<file path="src/rtl/inverter_1bit.sv">
// Conditional 1-bit inverter with a zero-latency XOR output, plus a registered
// copy, a valid flag and a saturating count of accepted inversion samples.
module inverter_1bit #(
    parameter int   CNT_W = 8,
    parameter logic RST_Y = 1'b0
) (
    input  logic             clk,
    input  logic             rst_n,
    input  logic             a,
    input  logic             inv_signal,
    input  logic             in_valid,
    output logic             y,
    output logic             y_q,
    output logic             y_q_valid,
    output logic [CNT_W-1:0] inv_count
);

    localparam logic [CNT_W-1:0] CNT_MAX = {CNT_W{1'b1}};
    localparam logic [CNT_W-1:0] CNT_ONE = CNT_W'(1);
    localparam logic [CNT_W-1:0] CNT_ZERO = '0;

    logic             y_s;
    logic             y_q_r;
    logic             y_q_valid_r;
    logic [CNT_W-1:0] inv_count_r;
    logic             y_q_next_s;
    logic [CNT_W-1:0] inv_count_next_s;

    // Polarity correction: no clock and no reset on this path.
    assign y_s = a ^ inv_signal;
    assign y   = y_s;

    // Next-state for the held output and the saturating inversion counter.
    always_comb begin
        y_q_next_s       = y_q_r;
        inv_count_next_s = inv_count_r;
        if (in_valid == 1'b1) begin
            y_q_next_s = y_s;
            if ((inv_signal == 1'b1) && (inv_count_r != CNT_MAX)) begin
                inv_count_next_s = inv_count_r + CNT_ONE;
            end else begin
                inv_count_next_s = inv_count_r;
            end
        end else begin
            y_q_next_s       = y_q_r;
            inv_count_next_s = inv_count_r;
        end
    end

    // Output, valid and counter registers; cleared immediately by rst_n.
    always_ff @(posedge clk or negedge rst_n) begin
        if (!rst_n) begin
            y_q_r       <= RST_Y;
            y_q_valid_r <= 1'b0;
            inv_count_r <= CNT_ZERO;
        end else begin
            y_q_r       <= y_q_next_s;
            y_q_valid_r <= in_valid;
            inv_count_r <= inv_count_next_s;
        end
    end

    assign y_q       = y_q_r;
    assign y_q_valid = y_q_valid_r;
    assign inv_count = inv_count_r;

endmodule

</file>
<file path="config.mk">
export PLATFORM = sky130hd
export DESIGN_NAME = inverter_1bit
export DESIGN_NICKNAME = d
export VERILOG_FILES = /design/src/rtl/inverter_1bit.sv
export SDC_FILE = /design/constraint.sdc
export NUM_CORES = 1
export LEC_CHECK = 0
export CORE_AREA = 3 3 41 43
export DETAILED_ROUTE_END_ITERATION = 7
export DIE_AREA = 0 0 44 46
export PLACE_DENSITY_LB_ADDON = 0.25
export SYNTH_ARGS = -nofsm -noshare
export SYNTH_HDL_FRONTEND = slang
export SYNTH_SLANG_ARGS = --single-unit
</file>
<file path="constraint.sdc">
create_clock -name clk -period 1.47 [get_ports clk]
set_input_delay 0.147 -clock clk [delete_from_list [all_inputs] [get_ports clk]]
set_output_delay 0.147 -clock clk [all_outputs]
set_load 0.01 [all_outputs]
</file>
==> summary.txt <==
Drt
  • Post-detailed-route count of antenna-violating nets: 0
  • Drt first pass iters: 4
  • First-iteration detailed-routing DRC count: 5
  • DR WL/cell: approximately 13 microns
  • DRC: 0
  • Vias: slightly above 400
  • Final WL: roughly 1100 microns
  • Via/cell ratio: 4.87

Run
  • Max-cap viol count: 0

Floorplan
  • # IOs: 16
  • Initial core utilization: 0.372
  • Core area: around 1300 sq um
  • Number of core rows: 13
  • Die width: 44 microns
  • Die Height: between 40 and 50 microns
  • Die Footprint: about 2000 sq um

Clock network
  • Clock Path Buffers: 2
  • Worst-path clk slew: 70 ps
  • Hold_buf cts: 0
  • Clk_lat worst skew: 270 ps
  • CTS tree: done
  • Postcts setup bufs: 0
  • H-tree lvl count: 1
  • TritonCTS Sinks: 10
  • Cts bufs inserted: 3
  • Clock Tree Root: clkbuf_4

Yosys
  • YS warnings: 0
  • Synth async-reset ratio: 1.00
  • Dominant synthesized flop cell: dfrtp_1
  • Sequential area share after synthesis: 0.504
  • Post-Syn Nets: 48
  • Synth Cell Area: 497 sq um
  • Synth Instances: 42
  • EDFF count, synth: 0
  • Syn avg cell area: 11.8 sq um
  • Yosys reg bits: 10
  • Post-synth cell types: 22

STA
  • Post-route setup TNS: 0 ps
  • Hold WS: a little under 200 ps
  • Final Hold Violating Endpoints: 0
  • Worst-Margin Slew: around 480 ps
  • RSZ-0062 raised after global routing: no
  • Post-route setup slack: 68.7 ps
  • Max_slew headroom: 0.678
  • Period minus WS final: 1400 ps
  • Fmax: ~700 MHz
  • Setup violators final: 0
  • Final Cycle Share: 0.953
  • Clk_skew: ~3.5 ps
  • Slew Viols, Final: 0

Critical path
  • Worst Path Arrival: approximately 1300 ps
  • R2R Setup Slk: 150 ps
  • CP endpoint: inv_count[2]
  • Worst Reg-to-Reg Cells: 4
  • Startpoint of the worst-slack reg-to-reg timing path: inv_count[0]$_DFFE_PN0P_
  • Critical Path Stages: 1
  • CP peak stage delay: between 500 and 600 ps
  • Largest delay share family, worst path: buffers and inverters
  • R2r endpoint: inv_count[1]$_DFFE_PN0P_
  • Crit-path max FO: 7
  • Buf+Inv Stages, Crit Path: 1
  • Startpoint types: register
  • CP required: 1320 ps
  • Worst Setup Path Type: register to primary output
  • Critical path launch point: inv_count[2]$_DFFE_PN0P_
  • Slowest cell on the critical path: clkdlybuf4s50_1
  • Crit. End Element: primary output
  • Crit path cell chain: clkdlybuf4s50_1

Pwr
  • Static leakage: about 0.32 nW
  • Power Total: roughly 1.2 mW
  • VDD IR max: 0.957 mV
  • Pwr/cell area: between 1500 and 2000 nW/um^2

Placement
  • Placer Congestion: ~0.74
  • Pre-CTS setup slack: -91.9 ps
  • Dpl hpwl: roughly 800 microns
  • IO buf count: 15
  • Dpl cells: 80
  • Placed cell areas: 729 sq um

GRT
  • First-pass GRT wire length: 1890 microns
  • Vias in the first global route: roughly 410
  • Largest net degree at the start of global routing: 11
  • Overall routing resource usage: 0.136
  • Remaining Overflow, GRT: 0
  • Initial antenna violation count: 0

Finish
  • Final Non-Filler Cells: 84
  • Final core occ: 0.573
  • Final nets: 76
  • Share of cells above drive strength 1: 0.348
  • Area growth, synth to finish: 53.9%
  • Post-route cell area: around 760 sq um
  • # diodes: 0

Status
  • Status: finished, final reports clean

Worst hold path
  • Hold WC Path Type: primary input to async pin
==> state kept, by name (all words and copies together) (netlist names) <==
signal / cells
inv_count: 8
y_q: 1
y_q_valid: 1
==> where the power goes <==
group          internal [mW]  switching, mW
clock                  0.105          0.102
combinational          0.306          0.208
sequential             0.372         0.0997
total                  0.783          0.409
==> Yosys cell counts, types with 2 or more instances <==
master,instances,area [sq um]
dfrtp_1,10,250
nand3_1,3,15.0
o21bai_1,2,15.0
a21boi_0,2,15.0
mux2_2,3,33.8
nand2_1,2,7.51
mux2_1,2,22.5
nand4_1,3,18.8
nor3_1,2,10.0
==> cell families (layout without fill, tap and decap cells) <==
kind of cell | after synthesis | in the layout | synth area share
compound gates | 8 | 8 | 0.121
xor+xnor | 2 | 2 | 0.0353
fa+ha+maj | 1 | 1 | 0.0252
buf+inv | 0 | 27 | 0
flops | 10 | 10 | 0.504
mux | 5 | 5 | 0.113
simple gates | 16 | 16 | 0.202
==> placed cells by master (no fill, tap or decap) <==
cell             instances
ha_2                     1
o21ai_0                  1
xnor2_1                  1
mux2_1                   2
dfrtp_2                  5
mux2_2                   3
dlymetal6s2s_1           2
o21ai_2                  1
and4_1                   1
xor2_1                   1
dfrtp_1                  5
clkbuf_4                 3
nand2_1                  2
nand4_1                  3
dlygate4sd2_1            1
clkdlybuf4s50_1         12
nand4_2                  1
o2111a_1                 1
a21boi_0                 2
clkbuf_1                 1
nor2_1                   1
nor3_2                   1
and2_2                   1
a21oi_1                  1
nor3_1                   2
nand2b_1                 1
nand3_1                  3
o21bai_1                 2
buf_4                    8
==> layout make-up <==
class / instances / area, sq um
Clock buffer: 4 / 26.3
Fill cell: 107 / 569
Multi-Input combinational cell: 32 / 249
Sequential cell: 10 / 256
Tap cell: 15 / 18.8
Timing Repair Buffer: 23 / 214
==> timing repair <==
item,in CTS,in global routing
cloned,0,0
endpoints found under the setup margin,2,5
resized for setup,2,5
pin swaps,0,0
==> layer usage <==
layer | share of wire | global-route usage
met4 | 0.0038 | 0.0723
met3 | 0.084 | 0.0751
met5 | 0 | 0
met1 | 0.46 | 0.164
met2 | 0.45 | 0.192
==> worst min-delay path by stage <==
stage,startpoint,end
after floorplan,rst_n,inv_count[0]$_DFFE_PN0P_
after global placement,rst_n,inv_count[4]$_DFFE_PN0P_
after detailed placement,y_q$_DFFE_PN0P_,y_q$_DFFE_PN0P_
after CTS,rst_n,inv_count[6]$_DFFE_PN0P_
after global routing,rst_n,inv_count[6]$_DFFE_PN0P_
final,rst_n,inv_count[4]$_DFFE_PN0P_
No activity file was read; power rests on OpenSTA's default activity.
